## src/rtl/sync_count_ctrl.sv

```systemverilog
// sync_count_ctrl: sequencing controller for a loadable synchronous down counter.
// Loads the latched period into the counter, gates its count enable, flags
// terminal count, and supports one-shot / auto-reload runs with pause and abort.
//
// Handshake note: there is no valid/ready pair here. `start` is a request that
// is only accepted in IDLE; `abort` wins over everything else outside IDLE;
// `cnt_ld` and `cnt_en` are single-cycle commands the counter obeys on the
// next rising edge.
module sync_count_ctrl #(
    parameter int WIDTH = 4
) (
    input  logic             clk,
    input  logic             reset,
    input  logic             start,
    input  logic             pause,
    input  logic             abort,
    input  logic             auto_reload,
    input  logic [WIDTH-1:0] period,
    input  logic [WIDTH-1:0] cnt_q,
    output logic             cnt_ld,
    output logic [WIDTH-1:0] cnt_ld_val,
    output logic             cnt_en,
    output logic             busy,
    output logic             tc_pulse,
    output logic             done,
    output logic [2:0]       state
);

    typedef enum logic [2:0] {
        S_IDLE = 3'b000,
        S_LOAD = 3'b001,
        S_RUN  = 3'b010,
        S_HOLD = 3'b011,
        S_DONE = 3'b100
    } state_t;

    state_t           state_q, state_d;
    logic [WIDTH-1:0] period_q, period_d;
    logic             reload_q, reload_d;

    logic             cnt_zero;
    assign cnt_zero = (cnt_q == '0);

    // Next-state, register captures and Mealy command outputs.
    always_comb begin
        state_d  = state_q;
        period_d = period_q;
        reload_d = reload_q;
        cnt_ld   = 1'b0;
        cnt_en   = 1'b0;
        tc_pulse = 1'b0;
        case (state_q)
            S_IDLE: begin
                if (start) begin
                    // period and mode are frozen here for the whole run
                    period_d = period;
                    reload_d = auto_reload;
                    state_d  = S_LOAD;
                end
            end
            S_LOAD: begin
                if (abort) begin
                    state_d = S_IDLE;
                end else begin
                    cnt_ld  = 1'b1;
                    state_d = S_RUN;
                end
            end
            S_RUN: begin
                // abort beats terminal count, which beats pause
                if (abort) begin
                    state_d = S_IDLE;
                end else if (cnt_zero) begin
                    tc_pulse = 1'b1;
                    state_d  = reload_q ? S_LOAD : S_DONE;
                end else if (pause) begin
                    state_d = S_HOLD;
                end else begin
                    cnt_en = 1'b1;
                end
            end
            S_HOLD: begin
                if (abort) begin
                    state_d = S_IDLE;
                end else if (!pause) begin
                    state_d = S_RUN;
                end
            end
            S_DONE: begin
                state_d = S_IDLE;
            end
            default: begin
                // unused encodings recover to IDLE
                state_d = S_IDLE;
            end
        endcase
    end

    // State and run-parameter registers with asynchronous active-low reset.
    always_ff @(posedge clk or negedge reset) begin
        if (!reset) begin
            state_q  <= S_IDLE;
            period_q <= '0;
            reload_q <= 1'b0;
        end else begin
            state_q  <= state_d;
            period_q <= period_d;
            reload_q <= reload_d;
        end
    end

    // done is a state decode; an abort landing in DONE still silences it.
    assign done       = (state_q == S_DONE) && !abort;
    assign busy       = (state_q != S_IDLE);
    assign cnt_ld_val = period_q;
    assign state      = state_q;

endmodule

```

## config.mk

```make
export PLATFORM = sky130hd
export DESIGN_NAME = sync_count_ctrl
export DESIGN_NICKNAME = d
export VERILOG_FILES = /design/src/rtl/sync_count_ctrl.sv
export SDC_FILE = /design/constraint.sdc
export NUM_CORES = 1
export LEC_CHECK = 0
export BUFFER_PORTS_ARGS = -buffer_cell sky130_fd_sc_hd__buf_4
export CORE_AREA = 2 2 39 41
export CTS_CLUSTER_SIZE = 14
export DETAILED_ROUTE_END_ITERATION = 6
export DIE_AREA = 0 0 41 43
export PLACE_DENSITY = 0.74
export SETUP_SLACK_MARGIN = 0.15
export SLEW_MARGIN = 20
export SYNTH_ARGS = -nofsm -noshare
export SYNTH_HDL_FRONTEND = slang
export SYNTH_SLANG_ARGS = --single-unit
export TNS_END_PERCENT = 1
```

## constraint.sdc

```tcl
create_clock -name clk -period 1.3 [get_ports clk]
set_input_delay 0.26 -clock clk [delete_from_list [all_inputs] [get_ports clk]]
set_output_delay 0.26 -clock clk [all_outputs]
set_load 0.01 [all_outputs]
```

Word level (Yosys, flattened, before mapping)
Index checks and enable logic that the tools add are counted.

storage, ports and cells
  register bits after elaboration = 8
  bits of input ports = 14
  word-level logic and storage cells = 35

cells by class
  equality and inequality tests = 7
  mux-type cells = 18
  reduce and logical (&&, ||, !) cells = 7

operators by type and width
  kind                                           number
  2-to-1 mux 3 bit                               7
  one-hot mux 3 bit (4 select lines)             1
  2-to-1 mux 1 bit                               9
  == test 3 x 2 -> 1 bit, second input constant  2
  logical NOT 4 bit                              1
  inequality test 4 bit, second input constant   1
  == test 3 x 1 -> 1 bit, second input constant  1
  == test 3 bit, second input constant           1
  logical NOT 3 bit                              1
  inequality test 3 bit, second input constant   1
  AND reduction 3 bit                            1
  nonzero test 3 bit                             1
  2-to-1 mux 2 bit                               1
  inequality test 2 bit, second input constant   1
  AND reduction 2 bit                            1
  logical AND 1 bit                              1
  logical NOT 1 bit                              1

Depth between registers and ports, before layout
Gate-level depths: netlist of run 1.

  depth in word-level cells = 4
  gate-level depth with buffers = 3

Least setup slack after synthesis of run 1
No wires, ideal clock.

  kind = flip-flop to output port
  from = reg state_q[2], in the netlist state[2]
  to = out cnt_en
  data arrival time = 1.285 ns
  required time = 1.040 ns
  slack = -0.245 ns
  cell stages (with the launch flop) = 3
  path buffers = 0
  cell sequence = dfrtp_1 > or4b_4 > nor3b_4

on the way
  cells in the longest elaborated chain, start to end = 2

RTL lines
  what                      line  RTL
  start: declaration        37    state_t state_q, state_d;
  start signal: assignment  106   state_q <= state_d;
  == test 3 x 2 -> 1 bit    52    case (state_q)
  2-to-1 mux 1 bit          52
  end: declaration          22    output logic cnt_en,

Every way passes these cells.

Worst setup path in the final report of run 1
Ends and elaborated chain as after synthesis.

==> metrics.csv, run 1 <==
stage,metric,value,unit
sta,finalWorstSetupSlack,-496,ps
layout,final_core_util,0.542,
clock_network,cts_buffer_depth,2,
logic_synthesis,synth.yosys.seq_area_share,0.500,
layout,design_area,751,um2
layout,diodes,0,
clock_network,cts_made_buffers,3,
clock_network,cts_tree,yes,
place,place.gp.congestion,0.827,
clock_network,cts.clk_slew.worst_paths,60,ps
drt,via_count,399,
drt,routedWlPerCell,12.0,um
floorplan,ios,26,
logic_synthesis,async_flop_share,1.00,
sta,worst_pin_slew,314,ps
power,p_clk_frac,0.184,
logic_synthesis,synth.largest_area_cell,dfrtp_1,
sta,whs,243,ps
job,maxCapViolCount,0,
layout,n_fill_cell,120,
floorplan,core,1380,um2
power,total_power,1.08,mW
logic_synthesis,synthFlopType,dfrtp_1,
logic_synthesis,synth_edf_count,0,
worst_hold_path,min_to,cnt_ld_val[0]$_DFFE_PN0P_,
power,worst_ir_drop_vdd,0.000812,V
setup_path,required,1040,ps
clock_network,root_buffer,clkbuf_4,
drt,wirelength,999,um
floorplan,dieArea,1760,um2
clock_network,cts_htree_levels,1,
sta,fin_skew,7.15,ps
drt,detail-route-antenna-nets,0,
logic_synthesis,synthTopCellsByCount,"8 x dfrtp_1, 5 x mux2_2, 2 x nor2_1, 2 x nor3_1, 2 x nor4b_1",
floorplan,initial_utilization,0.289,
logic_synthesis,yosys.cell_count.top_type,dfrtp_1,
logic_synthesis,synth_area,400,um2
setup_path,regToRegStartpoint,state[0]$_DFFE_PN0P_,
global_route,grt_pass1_wl,1.57,mm
place,post-place-ws,-241,ps
power,combPwrFrac,0.467,
setup_path,cp.arrival,1540,ps
logic_synthesis,synth.area.top_cells,"dfrtp_1 50%, mux2_2 14%, nor4b_4 5.9%",
logic_synthesis,yosysTopAreaCellShare,0.500,
global_route,grtUsageTotal,0.131,
layout,drive_above_1_share,0.776,
floorplan,die_x,41,um
power,net-switching-power,317,uW
floorplan,fp.dieH,43,um
worst_hold_path,worstHoldPathType,primary input to flip-flop,
sta,min_period,1800,ps
global_route,antenna_found_initial,0,
power,leakage,0.355,nW
drt,drc,0,
place,post-dp-hpwl,717,um
power,p_int,763,uW
setup_path,cp-end-kind,primary output,
setup_path,worstSetupStartpointType,flip-flop,
global_route,grt_pass1_vias,396,
worst_hold_path,hold_start,period[0],
power,cellPowerDensity,1440,nW/um2
setup_path,ff2ff_setup_slack,-130,ps
layout,final_cells,83,
setup_path,cp_max_fo,3,
drt,drt_iter0_markers,2,
logic_synthesis,ys_warn_count,0,
power,switching_share,0.294,
clock_network,cts_sinks,8,
global_route,grt_overflow,0,
worst_hold_path,hold_depth,2,
sta,hold_viol_final,0,
place,port_buffers,25,
logic_synthesis,syn-num-nets,43,
place,placed_area,672,um2
status,violations,setup timing,
layout,nets,82,
clock_network,insertion_delay,250,ps
sta,max_slew_margin,0.789,
power,pwr-share-seq,0.349,
logic_synthesis,syn_avg_cell_area,13.8,um2
setup_path,crit_type,flip-flop to primary output,
place,dp.cells,78,
sta,rsz0062_at_grt,yes,
layout,areaGrowthSynthToFinish,87.5,%
logic_synthesis,ys_seq_elements,8,
drt,drtPass1Iterations,2,
logic_synthesis,synthCells,29,
logic_synthesis,synth.distinct_cells,15,
sta,fin_crit_sh,1.38,
sta,totalNegativeSetupSlack,-2350,ps
status,status,"complete, but fails checks",
sta,setup_viol,11,
floorplan,row_count,14,
sta,max_freq,0.557,GHz
drt,vias_per_cell,4.81,
setup_path,r2r-end,cnt_ld_val[1]$_DFFE_PN0P_,
setup_path,reg2reg_depth,4,
global_route,grt_start_max_net_pins,9,
sta,maxSlewViolCount,0,
worst max-delay path by stage:
stage	from	endpoint	cells after the start
2_1_floorplan	state[2]$_DFFE_PN0P_	cnt_en	2
3_3_place_gp	abort	cnt_en	4
3_5_place_dp	abort	cnt_en	4
4_1_cts	state[2]$_DFFE_PN0P_	cnt_en	3
5_1_grt	state[2]$_DFFE_PN0P_	cnt_en	3
6_report	state[2]$_DFFE_PN0P_	cnt_en	3
power groups by stage:
| stage | combinational (mW) | sequential, mW | clock, mW |
|---|---|---|---|
| after floorplan | 0.147 | 0.428 | 0 |
| after global placement | 0.428 | 0.373 | 0 |
| after detailed placement | 0.437 | 0.374 | 0 |
| after CTS | 0.458 | 0.373 | 0.205 |
| after global routing | 0.544 | 0.385 | 0.217 |
| final | 0.504 | 0.377 | 0.198 |
logic make-up (layout without fill, tap and decap cells):
kind of cell	count (synthesis)	in the layout	synth area share
and+or+nand+nor	14	14	0.331
muxes	5	5	0.141
buffers and inverters	0	38	0
DFF	8	8	0.500
AOI/OAI and AO/OA	2	2	0.0281
routing by layer:
metal | routed length, um | share of wire | vias up | track usage
met2 | 517 | 0.52 | 16 | 0.234
li1 | - | - | 192 | -
met5 | 0 | 0 | - | 0
met4 | 0 | 0 | 0 | 0.0600
met1 | 417 | 0.42 | 191 | 0.138
met3 | 64 | 0.064 | 0 | 0.0209
registers in the layout, indices dropped and copies added (netlist names):
signal      flops
cnt_ld_val      4
state           3
reload_q        1
final cells by class:
type	count	area, um2	area share
Multi-Input combinational cell	21	231	0.308
Timing Repair Buffer	34	269	0.358
Clock buffer	4	26.3	0.0350
Sequential cell	8	204	0.272
Tap cell	16	20.0	0.0267
timing repair:
action,in CTS,in global routing
pin swaps,0,1
resized for setup,4,6
hold buffers,1,0
setup buffers,0,0
endpoints found under the hold margin,8,0
endpoints found under the setup margin,15,15
worst max-delay path, cell delays in order, from the launching register on:
cell     delay [ps]
dfrtp_2         390
or4b_4          550
nor3b_4         200
buf_4           140
cells in the final DEF, fill, tap and decap left out, types with 2 or more instances in the layout:
cell type and n:
dfrtp_2 3, buf_4 30, nor3_1 2, nor4b_2 2
mux2_4 5, buf_6 3, clkbuf_4 3, nor2_1 2
dfrtp_1 5
No activity file was read; power rests on OpenSTA's default activity.
==> run 2, diff against run 1 <==
Settings changed: CAP_MARGIN from default to 30, SETUP_SLACK_MARGIN 0.15 to 0.3, SLEW_MARGIN 20 to 10.
==> metrics.csv, run 2 (synthesis gave the netlist of run 1 again) <==
stage,metric,value,unit,change
layout,areaGrowthSynthToFinish,92.2,%,
clock_network,cts_buffer_depth,2,,unchanged
layout,largest_reg_flops,4,,unchanged
global_route,grt_start_max_net_pins,9,,unchanged
layout,multi_input_area,231,um2,unchanged
sta,rsz0062_at_grt,yes,,
clock_network,cts_sinks,8,,unchanged
clock_network,cts_made_buffers,3,,unchanged
layout,n_fill_cell,127,,+5.8%
drt,vias_per_cell,5.02,,+4.5%
setup_path,r2r-end,reload_q$_DFFE_PN0P_,,
clock_network,cts_htree_levels,1,,unchanged
clock_network,root_buffer,clkbuf_4,,
place,placed_area,672,um2,unchanged
drt,via_count,417,,+4.5%
clock_network,cts.clk_slew.worst_paths,60,ps,about the same
power,switching_share,0.292,,-0.00129
sta,max_slew_margin,0.794,,+0.00526
power,leakage,0.362,nW,+1.9%
floorplan,fp.dieH,43,um,unchanged
layout,design_area,769,um2,+2.5%
layout,layout_common_cells,"25 x buf_4, 8 x buf_6, 5 x mux2_4, 5 x dfrtp_1",,
global_route,globalRouteMet2Util,0.238,,+0.00312
setup_path,worstSetupStartpointType,flip-flop,,
sta,hold_viol_final,0,,unchanged
worst_hold_path,worstHoldPathType,primary input to flip-flop,,
drt,drt_iter0_markers,3,,+1
sta,finalWorstSetupSlack,-493,ps,+2.83 ps
sta,max_freq,0.558,GHz,+0.16%
setup_path,crit_type,flip-flop to primary output,,
place,place.gp.congestion,0.827,,unchanged
drt,routedWlPerCell,12.2,um,+1.7%
global_route,antenna_found_initial,0,,unchanged
setup_path,ff2ff_setup_slack,-130,ps,about the same
global_route,grtUsageMet3,0.0209,,unchanged
power,combPwrFrac,0.478,,+0.011
clock_network,insertion_delay,250,ps,about the same
sta,maxSlewViolCount,0,,unchanged
place,post-dp-hpwl,717,um,unchanged
setup_path,reg2reg_depth,4,,unchanged
layout,drive_above_1_share,0.776,,unchanged
power,worst_ir_drop_vdd,0.000872,V,+7.4%
layout,nets,82,,unchanged
floorplan,dieArea,1760,um2,unchanged
setup_path,cp_max_fo,3,,unchanged
global_route,grt_pass1_vias,421,,+6.3%
sta,fin_skew,8.05,ps,+0.903 ps
power,pwr-share-seq,0.345,,-0.004
drt,drc,0,,unchanged
worst_hold_path,hold_start,period[0],,
sta,setup_viol,11,,unchanged
place,port_buffers,25,,unchanged
power,p_int,794,uW,+4.1%
power,p_clk_frac,0.176,,-0.008
sta,fin_crit_sh,1.38,,-0.00218
status,violations,setup timing,,
floorplan,die_x,41,um,unchanged
global_route,grt_busiest_layer,met2,,
power,net-switching-power,328,uW,+3.4%
global_route,grt_pass1_wl,1.64,mm,+3.9%
setup_path,cp-end-kind,primary output,,
setup_path,critPathMaxStageDelay,550,ps,about the same
worst_hold_path,min_to,cnt_ld_val[0]$_DFFE_PN0P_,,
power,cellPowerDensity,1460,nW/um2,+1.3%
clock_network,cts_tree,yes,,
setup_path,cp.arrival,1530,ps,about the same
setup_path,cp_slowest_cell,or4b_4,,
sta,min_period,1790,ps,-2.83 ps
drt,wirelength,1.02,mm,+1.7%
floorplan,core,1380,um2,unchanged
global_route,grtUsageTotal,0.136,,+0.00509
floorplan,initial_utilization,0.289,,unchanged
place,post-place-ws,-241,ps,unchanged
job,maxCapViolCount,0,,unchanged
global_route,grt_use_met1,0.145,,+0.00673
setup_path,required,1040,ps,about the same
worst_hold_path,hold_depth,2,,unchanged
status,status,"complete, but fails checks",,
setup_path,cp_cell_sequence,or4b_4 > nor3b_4 > buf_4,,
setup_path,crit_buf_inv,1,,unchanged
layout,final_common_cell,buf_4,,
setup_path,cp_top_family,simple AND/OR/NAND/NOR gates,,
drt,detail-route-antenna-nets,0,,unchanged
floorplan,ios,26,,unchanged
layout,seq_area,204,um2,unchanged
setup_path,regToRegStartpoint,state[0]$_DFFE_PN0P_,,
global_route,grt_overflow,0,,unchanged
sta,worst_pin_slew,306,ps,-7.82 ps
floorplan,row_count,14,,unchanged
drt,drtPass1Iterations,4,,+2
layout,diodes,0,,unchanged
## run 2: worst max path at each step
stage | startpoint | to | slack (ps) | depth (start not counted)
after global placement | abort | cnt_en | -240 | 4
after floorplan | state[2]$_DFFE_PN0P_ | cnt_en | -210 | 2
after global routing | state[2]$_DFFE_PN0P_ | cnt_en | -580 | 3
after detailed placement | abort | cnt_en | -240 | 4
after CTS | state[2]$_DFFE_PN0P_ | cnt_en | -510 | 3
final | state[2]$_DFFE_PN0P_ | cnt_en | -490 | 3
## run 2: layout make-up
class                           count  area share
Multi-Input combinational cell     21       0.301
Clock buffer                        4      0.0341
Sequential cell                     8       0.265
Timing Repair Buffer               34       0.374
Tap cell                           16      0.0260
## run 2: stage by stage
stage | utilization | instances | TNS [ps] | total power, mW | hold WS, ps
after detailed placement | 0.486 | 78 | -1370 | 0.811 | 80.7
final | 0.556 | 83 | -2350 | 1.12 | 243
after CTS | 0.540 | 83 | -2540 | 1.08 | 240
after global placement | 0.486 | 78 | -1330 | 0.800 | 79.4
after global routing | 0.556 | 83 | -3060 | 1.19 | 239
after floorplan | - | 29 | -942 | 0.575 | -35.6
## run 2: repair_timing
action / in CTS / in global routing
hold buffers: 1 / 0
endpoints found under the hold margin: 8 / 0
gates resized for setup: 9 / 6
endpoints found under the setup margin: 20 / 20
gates cloned: 0 / 0
pin swaps: 1 / 2
setup buffers: 0 / 0
## run 2: per-layer routing
layer	vias to the layer above	wire length (um)
li1	192	-
met1	205	421
met2	20	524
met3	0	69
met4	0	0
met5	-	0
## run 2: power by group through the flow
stage	Sequential (mW)	Combinational [mW]	Clock [mW]
2_1_floorplan	0.428	0.147	0
3_3_place_gp	0.373	0.428	0
3_5_place_dp	0.374	0.437	0
4_1_cts	0.383	0.489	0.205
5_1_grt	0.396	0.576	0.217
6_report	0.387	0.536	0.198
==> run 3, diff against run 2 <==
Settings changed: PLACE_DENSITY 0.74 to 0.71.
==> metrics.csv, run 3 (synthesis gave the netlist of run 1 again) <==
stage,metric,value,unit,change
drt,vias_per_cell,4.78,,-4.8%
clock_network,cts_made_buffers,3,,unchanged
worst_hold_path,hold_start,period[3],,
drt,drc,0,,unchanged
sta,fin_skew,2.15,ps,-5.90 ps
floorplan,dieArea,1760,um2,unchanged
clock_network,cts_buffer_depth,2,,unchanged
sta,min_period,1810,ps,+14.0 ps
sta,max_slew_margin,0.803,,+0.00889
setup_path,startpoint,state[2]$_DFFE_PN0P_,,
sta,totalNegativeSetupSlack,-2510,ps,-151 ps
floorplan,core,1380,um2,unchanged
global_route,grtUsageMet3,0.0785,,+0.0576
setup_path,required,1040,ps,about the same
status,status,"complete, but fails checks",,
sta,rsz0062_at_grt,yes,,
layout,largest_reg_flops,4,,unchanged
place,post-dp-hpwl,712,um,-0.63%
sta,finalWorstSetupSlack,-507,ps,-14.0 ps
global_route,grt_pass1_wl,1.58,mm,-3.4%
sta,fin_crit_sh,1.39,,+0.0108
place,dp.cells,78,,unchanged
power,cellPowerDensity,1450,nW/um2,-0.56%
drt,detail-route-antenna-nets,0,,unchanged
drt,wirelength,963,um,-5.2%
drt,drt_iter0_markers,2,,-1
floorplan,die_x,41,um,unchanged
layout,nets,82,,unchanged
drt,via_count,397,,-4.8%
global_route,grt_use_met1,0.186,,+0.0413
floorplan,ios,26,,unchanged
floorplan,initial_utilization,0.289,,unchanged
layout,final_common_cell,buf_4,,
place,placed_area,672,um2,unchanged
place,post-place-ws,-242,ps,-1.13 ps
layout,layout_common_cells,"26 x buf_4, 7 x buf_6, 5 x mux2_4, 5 x dfrtp_1",,
layout,drive_above_1_share,0.776,,unchanged
layout,design_area,783,um2,+1.8%
sta,worst_pin_slew,293,ps,-13.2 ps
power,total_power,1.13,mW,+1.2%
sta,hold_viol_final,0,,unchanged
layout,final_cells,83,,unchanged
setup_path,cp.arrival,1550,ps,+20 ps
job,maxCapViolCount,0,,unchanged
worst_hold_path,worstHoldPathType,primary input to flip-flop,,
layout,areaGrowthSynthToFinish,95.6,%,
global_route,antenna_found_initial,0,,unchanged
clock_network,cts_htree_levels,1,,unchanged
drt,routedWlPerCell,11.6,um,-5.2%
clock_network,postCtsSetupBuffers,0,,unchanged
global_route,grt_pass1_vias,362,,-14%
global_route,grt_overflow,0,,unchanged
clock_network,cts.clk_slew.worst_paths,60,ps,about the same
global_route,grt_busiest_layer,met2,,
place,port_buffers,25,,unchanged
status,violations,setup timing,,
clock_network,root_buffer,clkbuf_4,,
floorplan,fp.dieH,43,um,unchanged
setup_path,regToRegStartpoint,state[1]$_DFFE_PN0P_,,
setup_path,worstSetupStartpointType,flip-flop,,
setup_path,cp-end-kind,primary output,,
floorplan,row_count,14,,unchanged
setup_path,cp_max_fo,3,,unchanged
clock_network,cts_sinks,8,,unchanged
layout,diodes,0,,unchanged
setup_path,crit_type,flip-flop to primary output,,
global_route,globalRouteMet2Util,0.191,,-0.0469
place,place.gp.congestion,0.799,,-3.4%
power,worst_ir_drop_vdd,0.000938,V,+7.6%
drt,drtPass1Iterations,3,,-1
sta,maxSlewViolCount,0,,unchanged
sta,max_freq,0.553,GHz,-0.78%
clock_network,cts_tree,yes,,
power,leakage,0.365,nW,+0.84%
sta,setup_viol,11,,unchanged
clock_network,insertion_delay,250,ps,about the same
global_route,grt_start_max_net_pins,9,,unchanged
global_route,grtUsageTotal,0.137,,+0.000461
==> run 3: cell counts in the layout (fill, tap and decap cells not counted) <==
No cell type changed its count.
==> run 3: timing repair <==
action                                  CTS  global route
gates resized for setup                  14             2
endpoints found under the setup margin   20            20
pin swaps                                 2             2
hold endpoints to repair                  8             0
gates cloned                              0             0
hold buffers                              1             0
==> run 3: layer usage <==
layer | vias up | part of all wire
met5 | - | 0
met4 | 0 | 0
met3 | 0 | 0.070
met2 | 11 | 0.53
met1 | 198 | 0.40
li1 | 188 | -
==> run 3: critical path, stage by stage, from the launching register on <==
cell     delay, ps
dfrtp_2        400
or4b_4         550
nor3b_4        200
buf_4          150
==> run 3: report_power, final <==
part / internal [mW] / total (mW) / switching [mW]
logic: 0.348 / 0.546 / 0.198
registers: 0.331 / 0.386 / 0.0554
clock network: 0.117 / 0.203 / 0.0856
total: 0.796 / 1.13 / 0.339
==> run 3: worst paths after layout <==
| check | slack (ps) | endpoint | depth (start not counted) |
|---|---|---|---|
| max | -510 | cnt_en | 3 |
| min | 240 | cnt_ld_val[3]$_DFFE_PN0P_ | 2 |
| max reg2reg | -150 | cnt_ld_val[2]$_DFFE_PN0P_ | 4 |
| min reg2reg | 460 | state[2]$_DFFE_PN0P_ | 1 |
| max in group asynchronous | 810 | state[1]$_DFFE_PN0P_ | 2 |
| min in group asynchronous | 350 | reload_q$_DFFE_PN0P_ | 2 |
==> run 3: stage by stage <==
step	hold WS (ps)	util
after floorplan	-35.6	-
after global placement	83.6	0.486
after detailed placement	83.6	0.486
after CTS	233	0.553
after global routing	232	0.566
final	240	0.566
==> run 3: cell type report <==
class / instances / area, um2
Timing Repair Buffer: 34 / 284
Clock buffer: 4 / 26.3
Fill cell: 120 / 601
Tap cell: 16 / 20.0
Sequential cell: 8 / 204
Multi-Input combinational cell: 21 / 249
